--- src/rtl/wb_pkg.sv ---
// Shared types and constants for the register-file write-back queue.
package wb_pkg;

    localparam int REG_ADDR_W = 5;
    localparam int WORD_W     = 32;

    localparam logic [REG_ADDR_W-1:0] REG_ZERO = 5'd0;

    typedef struct packed {
        logic [REG_ADDR_W-1:0] addr;
        logic [WORD_W-1:0]     data;
        logic [WORD_W-1:0]     pc;
        logic [WORD_W-1:0]     instr;
    } wb_entry_t;

endpackage

--- src/rtl/wb_lookup.sv ---
// Youngest-match search over the pending write-back entries, walking from the
// tail back toward the head so the most recent write to a register wins.
module wb_lookup
    import wb_pkg::*;
#(
    parameter int DEPTH = 4,
    parameter int PTR_W = $clog2(DEPTH)
) (
    input  logic [REG_ADDR_W-1:0] ent_addr [DEPTH],
    input  logic [WORD_W-1:0]     ent_data [DEPTH],
    input  logic [DEPTH-1:0]      valid,
    input  logic [PTR_W-1:0]      rd_ptr,
    input  logic [PTR_W-1:0]      wr_ptr,
    input  logic [REG_ADDR_W-1:0] addr,
    output logic                  hit,
    output logic [WORD_W-1:0]     data
);

    logic             done;
    logic [PTR_W-1:0] idx;

    always_comb begin
        hit  = 1'b0;
        data = '0;
        done = 1'b0;
        idx  = '0;
        for (int k = 0; k < DEPTH; k++) begin
            idx = wr_ptr - PTR_W'(k + 1);
            if (!done) begin
                if (valid[idx] && (ent_addr[idx] == addr) && (addr != REG_ZERO)) begin
                    hit  = 1'b1;
                    data = ent_data[idx];
                    done = 1'b1;
                end else if (idx == rd_ptr) begin
                    // Head reached: nothing older than it can be pending.
                    done = 1'b1;
                end
            end
        end
    end

endmodule

--- src/rtl/wb_queue.sv ---
// Write-back queue feeding the RF write port in free slots, with two
// youngest-match lookup ports for forwarding from pending writes.
module wb_queue
    import wb_pkg::*;
#(
    parameter int DEPTH = 4,
    parameter int PTR_W = $clog2(DEPTH)
) (
    input  logic             clk,
    input  logic             reset,
    input  logic             in_valid,
    output logic             in_ready,
    input  logic [4:0]       in_addr,
    input  logic [31:0]      in_data,
    input  logic [31:0]      in_pc,
    input  logic [31:0]      in_instr,
    input  logic             port_free,
    output logic             rf_we,
    output logic [4:0]       rf_a3,
    output logic [31:0]      rf_wd,
    output logic [31:0]      rf_pc,
    output logic [31:0]      rf_instr,
    input  logic [4:0]       lk_addr1,
    input  logic [4:0]       lk_addr2,
    output logic             lk_hit1,
    output logic             lk_hit2,
    output logic [31:0]      lk_data1,
    output logic [31:0]      lk_data2,
    output logic [PTR_W:0]   count,
    output logic             empty,
    output logic             full
);

    localparam logic [PTR_W:0] FULL_CNT = DEPTH[PTR_W:0];

    wb_entry_t               mem [DEPTH];
    logic [REG_ADDR_W-1:0]   ent_addr [DEPTH];
    logic [WORD_W-1:0]       ent_data [DEPTH];
    logic [DEPTH-1:0]        valid;
    logic [PTR_W-1:0]        rd_ptr;
    logic [PTR_W-1:0]        wr_ptr;
    logic                    push_req;
    logic                    push_en;
    logic                    pop_en;
    wb_entry_t               head;

    assign empty    = (count == '0);
    assign full     = (count == FULL_CNT);
    assign in_ready = !full;

    // Writes to x0 complete the handshake but are dropped.
    assign push_req = in_valid && in_ready;
    assign push_en  = push_req && (in_addr != REG_ZERO);
    assign pop_en   = port_free && !empty;

    assign head     = mem[rd_ptr];
    assign rf_we    = pop_en && !reset;
    assign rf_a3    = empty ? '0 : head.addr;
    assign rf_wd    = empty ? '0 : head.data;
    assign rf_pc    = empty ? '0 : head.pc;
    assign rf_instr = empty ? '0 : head.instr;

    always_ff @(posedge clk) begin
        if (reset) begin
            rd_ptr <= '0;
            wr_ptr <= '0;
            count  <= '0;
            valid  <= '0;
        end else begin
            if (push_en) begin
                wr_ptr         <= wr_ptr + 1'b1;
                valid[wr_ptr]  <= 1'b1;
            end
            if (pop_en) begin
                rd_ptr         <= rd_ptr + 1'b1;
                valid[rd_ptr]  <= 1'b0;
            end
            case ({push_en, pop_en})
                2'b10:   count <= count + 1'b1;
                2'b01:   count <= count - 1'b1;
                default: count <= count;
            endcase
        end
    end

    always_ff @(posedge clk) begin
        if (push_en) begin
            mem[wr_ptr] <= '{addr: in_addr, data: in_data, pc: in_pc, instr: in_instr};
        end
    end

    always_comb begin
        for (int i = 0; i < DEPTH; i++) begin
            ent_addr[i] = mem[i].addr;
            ent_data[i] = mem[i].data;
        end
    end

    wb_lookup #(.DEPTH(DEPTH), .PTR_W(PTR_W)) u_lookup1 (
        .ent_addr (ent_addr),
        .ent_data (ent_data),
        .valid    (valid),
        .rd_ptr   (rd_ptr),
        .wr_ptr   (wr_ptr),
        .addr     (lk_addr1),
        .hit      (lk_hit1),
        .data     (lk_data1)
    );

    wb_lookup #(.DEPTH(DEPTH), .PTR_W(PTR_W)) u_lookup2 (
        .ent_addr (ent_addr),
        .ent_data (ent_data),
        .valid    (valid),
        .rd_ptr   (rd_ptr),
        .wr_ptr   (wr_ptr),
        .addr     (lk_addr2),
        .hit      (lk_hit2),
        .data     (lk_data2)
    );

    a_no_push_full: assert property (@(posedge clk) disable iff (reset) !(push_req && full));
    a_count_max:    assert property (@(posedge clk) disable iff (reset) count <= FULL_CNT);
    a_we_nonzero:   assert property (@(posedge clk) rf_we |-> (rf_a3 != REG_ZERO));

endmodule

--- config.mk ---
export PLATFORM = sky130hd
export DESIGN_NAME = wb_queue
export DESIGN_NICKNAME = d
export VERILOG_FILES = /design/src/rtl/wb_pkg.sv /design/src/rtl/wb_lookup.sv /design/src/rtl/wb_queue.sv
export SDC_FILE = /design/constraint.sdc
export NUM_CORES = 1
export LEC_CHECK = 0
export CAP_MARGIN = 20
export CORE_MARGIN = 4
export CORE_UTILIZATION = 40
export CTS_BUF_LIST = sky130_fd_sc_hd__clkbuf_4 sky130_fd_sc_hd__clkbuf_8
export DETAILED_ROUTE_END_ITERATION = 10
export GPL_TIMING_DRIVEN = 0
export SYNTH_ARGS = -nofsm -noshare
export SYNTH_HDL_FRONTEND = slang
export SYNTH_HIERARCHICAL = 1
export SYNTH_SLANG_ARGS = --single-unit
export TNS_END_PERCENT = 5
--- constraint.sdc ---
create_clock -name clk -period 4.5 [get_ports clk]
set_clock_uncertainty 0.2 [all_clocks]
set_input_delay 1.35 -clock clk [delete_from_list [all_inputs] [get_ports clk]]
set_output_delay 1.35 -clock clk [all_outputs]
set_load 0.03 [all_outputs]
**Yosys cells after proc, flatten, opt, wreduce, memory -nomap -nowiden**

Memories as Yosys holds them, arrays and structs flattened. A register that Yosys moved wholly into a read port is not among the register bits.
Index checks and enable logic that the tools add are counted.

- Logic and storage cells: 163
- Bits in registers: 11
- Memories: 1
- RAM bits: 404
- Output and inout port bits: 174

Memories:

| name | depth | width | rd ports | clocked after Yosys merged registers in | wr ports | RTL line | text |
|---|---|---|---|---|---|---|---|
| mem | 4 | 101 | 5 | 1 | 1 | wb_queue.sv:36 | `wb_entry_t mem [DEPTH];` |

- Multiplexer cells: 89
- Eq/ne operators: 14
- Add/subtract/negate cells: 7
- Reduce and logical (&&, ||, !) cells: 30
- Bitwise gates (word level): 7
- $lt $le $gt $ge: 11

Operators by type and width:

| kind | number |
|---|---|
| $mux W32 | 25 |
| $bmux W32 S2 | 4 |
| $mux W5 | 9 |
| $bmux W5 S2 | 4 |
| $eq A5 B5 Y1 | 8 |
| $mux W1 | 35 |
| $logic_and A1 B1 Y1 | 22 |
| $lt A2 B3 Y1 const B | 5 |
| $reduce_bool A5 Y1 | 3 |
| $ge A3 B3 Y1 const B | 4 |
| $mux W4 | 3 |
| $not A2 Y3 | 4 |
| $bmux W1 S2 | 4 |
| $eq A2 B2 Y1 | 3 |
| $pmux W3 S2 | 1 |
| $add A2 B1 Y2 const B | 2 |
| $and A4 B4 Y4 | 1 |
| $demux W1 S2 | 2 |
| $ge A2 B1 Y1 const B | 2 |
| $mux W2 | 2 |
| $not A4 Y4 | 1 |
| $or A4 B4 Y4 | 1 |
| $sub A2 B2 Y2 const B | 2 |
| $add A3 B1 Y3 const B | 1 |
| 8 further kinds | 10 |

**Depth between registers and ports, before layout**

- Depth in word-level cells: 15
- Mapped depth: 13
- Gate-level depth less buffers: 9

**By module**

Netlist, hierarchy kept.

By module, submodules not included:

| module | cells an instance | area an instance (um2) | instances |
|---|---|---|---|
| wb_queue | 716 | 15901.5 | 1 |
| wb_lookup | 769 | 5213.8 | 2 |

**Least setup slack after synthesis**

No wires, ideal clock.

- Path kind: input -> output
- Start: input port lk_addr1[3]
- End: output port lk_data1[0]
- Data required time: 2950 ps
- Arrival: 3462 ps
- Cell stages on the path: 10
- Slack: -512 ps
- Cells stage by stage: clkbuf_1 -> nor2_1 -> and2_1 -> nor3_1 -> o22ai_1 -> or3_1 -> buf_2 -> or2_1 -> buf_6 -> a31oi_1

- Word-level cells in the longest chain between the ends: 10

RTL lines:

| what | RTL line | text |
|---|---|---|
| start, declared | wb_queue.sv:23 | `input logic [4:0] lk_addr1,` |
| $eq A5 B5 Y1 | wb_lookup.sv:30 | `if (valid[idx] && (ent_addr[idx] == addr) && (addr != REG_ZERO)) begin` |
| $logic_and A1 B1 Y1 (2 in series) | wb_lookup.sv:30 |  |
| $mux W32 (2 in series) | wb_lookup.sv:30 |  |
| $mux W32 | wb_lookup.sv:29 | `if (!done) begin` |
| $mux W32 | wb_lookup.sv:30 |  |
| $mux W32 | wb_lookup.sv:29 |  |
| $mux W32 | wb_lookup.sv:30 |  |
| $mux W32 * | wb_lookup.sv:29 |  |
| end, declared | wb_queue.sv:27 | `output logic [31:0] lk_data1,` |

Mark *: on every way between the ends. The rest lies on a longest branch, timed or not.

**Worst setup path after layout**

- Start: input port lk_addr2[0]
- End: output port lk_data2[0]

- Word-level cells in the longest chain between the ends: 10

RTL lines:

| what | RTL line | text |
|---|---|---|
| start, declared | wb_queue.sv:24 | `input logic [4:0] lk_addr2,` |
| $eq A5 B5 Y1 | wb_lookup.sv:30 |  |
| $logic_and A1 B1 Y1 (2 in series) | wb_lookup.sv:30 |  |
| $mux W32 (2 in series) | wb_lookup.sv:30 |  |
| $mux W32 | wb_lookup.sv:29 |  |
| $mux W32 | wb_lookup.sv:30 |  |
| $mux W32 | wb_lookup.sv:29 |  |
| $mux W32 | wb_lookup.sv:30 |  |
| $mux W32 * | wb_lookup.sv:29 |  |
| end, declared | wb_queue.sv:28 | `output logic [31:0] lk_data2,` |

Marked as above.

==> summary.txt <==
=================================================================================================================
Outcome                                                                                              finished with violations
Violated checks                                                                                      DRC, setup timing
Final setup vio count                                                                                          66
Cell area after synthesis                                                                              0.0263 mm2
Final Max Slew Viols                                                                                            0
Transition at the pin with the smallest max-transition slack                                             0.899 ns
First-pass GRT wire length                                                                              140000 um
Worst R2R Path Depth                                                                                           10
Xor/xnor cell area share of the yosys netlist                                                               1.90%
Minimum clock period                                                                                      5.23 ns
Placed wire-length estimate                                                                              64300 um
Number of instances on the worst hold path                                                                      2
Pre-Repair DR Iteration Count                                                                                  11
Top cell type's share of synthesized area                                                                   46.1%
Top achievable clock speed                                                                              0.191 GHz
Gr usage total                                                                                              25.9%
Design Area, Final                                                                                     0.0341 mm2
Vertical extent of the die                                                                                 265 um
Arithmetic-cell share of the synthesized area counting full adders, half adders and majority gates         0.504%
Hold crit path type                                                                                  register to register
Complex-gate fraction of the synthesized area                                                               13.0%
Static leakage                                                                                          0.0115 uW
Pwr Total                                                                                                16100 uW
Hold Path Origin                                                                                         count[2]
Count of port buffers added during placement                                                                  278
Footprint of the flip-flops and latches                                                                0.0124 mm2
Number of global-route vias before repair                                                                   22500
Num Clock Sinks                                                                                               417
Hold buffers post-CTS                                                                                           0
Sequential element share of the synthesized area                                                            47.1%
Kind of critical path                                                                                input port to output pin
Average size of a mapped cell                                                                            11.7 um2
Post-synth EDFFs                                                                                              404
Area growth, synth to finish                                                                                29.6%
Maximum number of pins on one net before global-route repair                                                   79
Combinational family with the most area after synthesis                                              multiplexers
Number of fillers in the final layout                                                                        5630
Flip-flop and latch count after synthesis                                                                     417
Unique cell type count in the Yosys netlist                                                                    54
Final Instance Count excl. Fillers                                                                           3570
R2r setup slk                                                                                             1.71 ns
Max_slew headroom                                                                                           40.0%
Ys Warns                                                                                                        6
Instance count of the mapped netlist                                                                         2254
Total negative slack                                                                                    -43.31 ns
Post-route DRC violation count                                                                                  1
Top flip-flop cell by instance count after synthesis                                                 sky130_fd_sc_hd__edfxtp_1
Category of the worst setup path launch point                                                          input port
Highest net fanout along the worst path                                                                        10
Worst EP required                                                                                         2.95 ns
Initial core utilization                                                                                    40.6%
Clock-pin slew on the worst setup and hold paths                                                          0.06 ns
Io pins                                                                                                       289
Number of vias per cell after detailed routing                                                               6.13
Iter 0 DRT Violations                                                                                        2291
Multiplexer share of the synthesized area                                                                   22.0%
Ranking of synthesized cells by area                                                                 sky130_fd_sc_hd__edfxtp_1, sky130_fd_sc_hd__mux4_2, sky130_fd_sc_hd__mux2_2, sky130_fd_sc_hd__mux2i_1, sky130_fd_sc_hd__nand2_1
Area of the core                                                                                       0.0648 mm2
Min-Delay Endpoint                                                                                       count[2]
Final Hold Fails                                                                                                0
Number of rows created at floorplan                                                                            93
Buffer depth of the longest clock path                                                                          3
Minimum setup slack in the final design                                                                 -0.734 ns
Average routed wire per standard cell                                                                     26.8 um
Start of the worst register-to-register path                                                             count[2]
Synthesized netlist net count                                                                                2379
Endpoint of the lowest-slack register-to-register path                                                   count[2]
Routed vias                                                                                                 21900
Initial antenna violation count                                                                                 6
Floorplan die width                                                                                        265 um
Power per cell area                                                                                    472 mW/mm2
Critical Path Sink Type                                                                                output pin
Arrival time of data at the critical path endpoint                                                        3.68 ns
Combined area of the multi-input logic cells                                                           0.0140 mm2
Number of maximum-capacitance violations                                                                        0
Unrepaired setup endpoints after global routing                                                              true
Number of clock buffers inserted by TritonCTS                                                                  72
Clock latency on the worst-skew pair                                                                      0.64 ns
Cell at the root of the clock tree                                                                   sky130_fd_sc_hd__clkbuf_8
Fraction of layout cells with a size suffix above 1                                                         32.3%
Die area                                                                                               0.0700 mm2
Post-place instance area                                                                               0.0305 mm2
CTS tree                                                                                                      yes
Final net count                                                                                              2787
Residual antenna-violating net count after detailed routing                                                     0
Post-route fraction of the period consumed by the critical path                                              116%
Cell type contributing the most total cell area after synthesis                                      sky130_fd_sc_hd__edfxtp_1
Clock H-tree levels                                                                                             3
Congestion Overflow GR                                                                                          0
Post-synthesis simple-gate area fraction                                                                    11.5%
Routed wire length                                                                                       95600 um
Async set-reset flop share out of synthesis                                                                    0%
Post-placement cell count                                                                                    3394
Largest voltage drop on the vdd net                                                                      0.466 mV
Weighted congestion at the end of routability-driven global placement                                       0.942
=================================================================================================================
-- state kept, by name (all words and copies together) (netlist names), named ones only --
name,flops
rd_ptr,2
mem,404
count,3
wr_ptr,2
valid,4
-- cell usage after synthesis, drive strengths merged, types with 2 or more instances --
cell and count:
nand2 206, nor2 147, edfxtp 404, nor2b 106
a32oi 6, a211o 2, o31a 3, clkbuf 106
nand3b 2, or2 2, nor3 79, buf 100
o22ai 76, a211oi 7, ha 9, o211ai 64
mux2 191, a21boi 2, nand2b 8, nand4 4
nand3 66, mux2i 112, o22a 2, a21oi 130
xnor2 45, inv 13, xor2 12, a31oi 64
or3 3, o21ai 65, o21a 65, mux4 111
nor4 12, and4 4, and2 7, dfxtp 13
-- critical path: stages --
cell and delay, ns:
sky130_fd_sc_hd__buf_6 0.13, sky130_fd_sc_hd__xnor2_1 0.21, sky130_fd_sc_hd__a32oi_2 0.19, sky130_fd_sc_hd__nor4_2 0.32, sky130_fd_sc_hd__o22ai_2 0.17, sky130_fd_sc_hd__buf_4 0.18
sky130_fd_sc_hd__a211oi_4 0.23, sky130_fd_sc_hd__buf_6 0.17, sky130_fd_sc_hd__buf_8 0.16, sky130_fd_sc_hd__o22ai_1 0.11, sky130_fd_sc_hd__a31oi_4 0.27, sky130_fd_sc_hd__buf_6 0.17
-- worst max path at each step --
stage,from,end,cells after the start
after floorplan,lk_addr1[0],lk_data1[10],10
after global placement,in_addr[2],mem[0][82],4
after detailed placement,lk_addr1[0],lk_data1[26],10
after CTS,wr_ptr[1],lk_data2[1],12
after global routing,wr_ptr[1],lk_data1[15],11
final,lk_addr2[0],lk_data2[0],12
-- timing repair --
action | in CTS | in global routing
pin swaps | 53 | 52
gates resized for setup | 743 | 119
setup buffers | 39 | 4
endpoints found under the setup margin | 168 | 141
gates cloned | 4 | 5
-- power by group --
group | leakage, uW | total [uW] | switching (uW) | internal, uW
combinational | 0.00694 | 7700 | 4550 | 3150
sequential | 0.00381 | 4920 | 249 | 4670
clock | 0.000750 | 3470 | 1600 | 1870
total | 0.0115 | 16100 | 6400 | 9690
-- stage by stage --
| step | setup WS [ns] | utilization [%] | hold slack, ns |
|---|---|---|---|
| 6_report | -0.734 | 52.6 | 0.346 |
| 5_1_grt | -0.782 | 52.6 | 0.398 |
| 3_3_place_gp | -2.41 | 46.8 | 0.319 |
| 2_1_floorplan | -0.272 | - | 0.276 |
| 3_5_place_dp | -1.76 | 47.1 | 0.329 |
| 4_1_cts | -0.656 | 51.7 | 0.350 |
-- final cells by class --
class / count / area share, %
Clock buffer: 100 / 3.52
Antenna cell: 3 / 0.0220
Multi-Input combinational cell: 1618 / 41.1
Sequential cell: 417 / 36.3
Clock inverter: 24 / 0.623
Tap cell: 855 / 3.14
Buffer: 203 / 4.53
Timing Repair Buffer: 337 / 10.6
Inverter: 13 / 0.158
-- logic make-up after synthesis --
group                    Yosys count
AND/OR/NAND/NOR                  648
AO/OA/AOI/OAI                    489
flip-flops                       417
multiplexers                     414
buffers and inverters            219
XOR/XNOR                          57
adder cells (fa/ha/maj)           10
-- per-layer routing --
| metal | routed length, um | track usage [%] | part of all wire [%] | vias up |
|---|---|---|---|---|
| met1 | 37600 | 33.4 | 39 | 10700 |
| met2 | 44200 | 41.4 | 46 | 1354 |
| met4 | 4050 | 10.6 | 4.2 | 10 |
| met3 | 9650 | 7.43 | 10 | 321 |
| met5 | 56 | 0 | 0.059 | - |
| li1 | - | - | - | 9452 |
-- cells in the final DEF (no fill, tap or decap), types with 9 or more instances in the layout --
cell / instances
sky130_fd_sc_hd__nor3_2: 39
sky130_fd_sc_hd__edfxtp_1: 404
sky130_fd_sc_hd__nand3_1: 65
sky130_fd_sc_hd__o21a_1: 65
sky130_fd_sc_hd__nor2_1: 147
sky130_fd_sc_hd__buf_2: 33
sky130_fd_sc_hd__dlymetal6s2s_1: 10
sky130_fd_sc_hd__buf_4: 61
sky130_fd_sc_hd__xor2_1: 12
sky130_fd_sc_hd__clkbuf_2: 42
sky130_fd_sc_hd__a31oi_4: 50
sky130_fd_sc_hd__clkbuf_1: 41
sky130_fd_sc_hd__o211ai_1: 64
sky130_fd_sc_hd__mux2i_4: 10
sky130_fd_sc_hd__inv_1: 12
sky130_fd_sc_hd__a31oi_2: 14
sky130_fd_sc_hd__xnor2_1: 31
sky130_fd_sc_hd__buf_12: 19
sky130_fd_sc_hd__ha_1: 9
sky130_fd_sc_hd__nand2_1: 205
sky130_fd_sc_hd__mux2i_1: 94
sky130_fd_sc_hd__clkdlybuf4s50_1: 189
sky130_fd_sc_hd__mux2_2: 190
sky130_fd_sc_hd__buf_6: 86
sky130_fd_sc_hd__clkbuf_4: 44
sky130_fd_sc_hd__a21oi_1: 128
sky130_fd_sc_hd__nor3_1: 38
sky130_fd_sc_hd__o22ai_1: 70
sky130_fd_sc_hd__dlygate4sd2_1: 13
sky130_fd_sc_hd__clkbuf_8: 77
sky130_fd_sc_hd__xnor2_2: 14
sky130_fd_sc_hd__clkinv_1: 10
sky130_fd_sc_hd__nor2b_1: 106
sky130_fd_sc_hd__dfxtp_1: 11
sky130_fd_sc_hd__o21ai_0: 65
sky130_fd_sc_hd__buf_16: 10
sky130_fd_sc_hd__mux4_2: 111
Note: power is estimated with default switching activity, not from simulation.
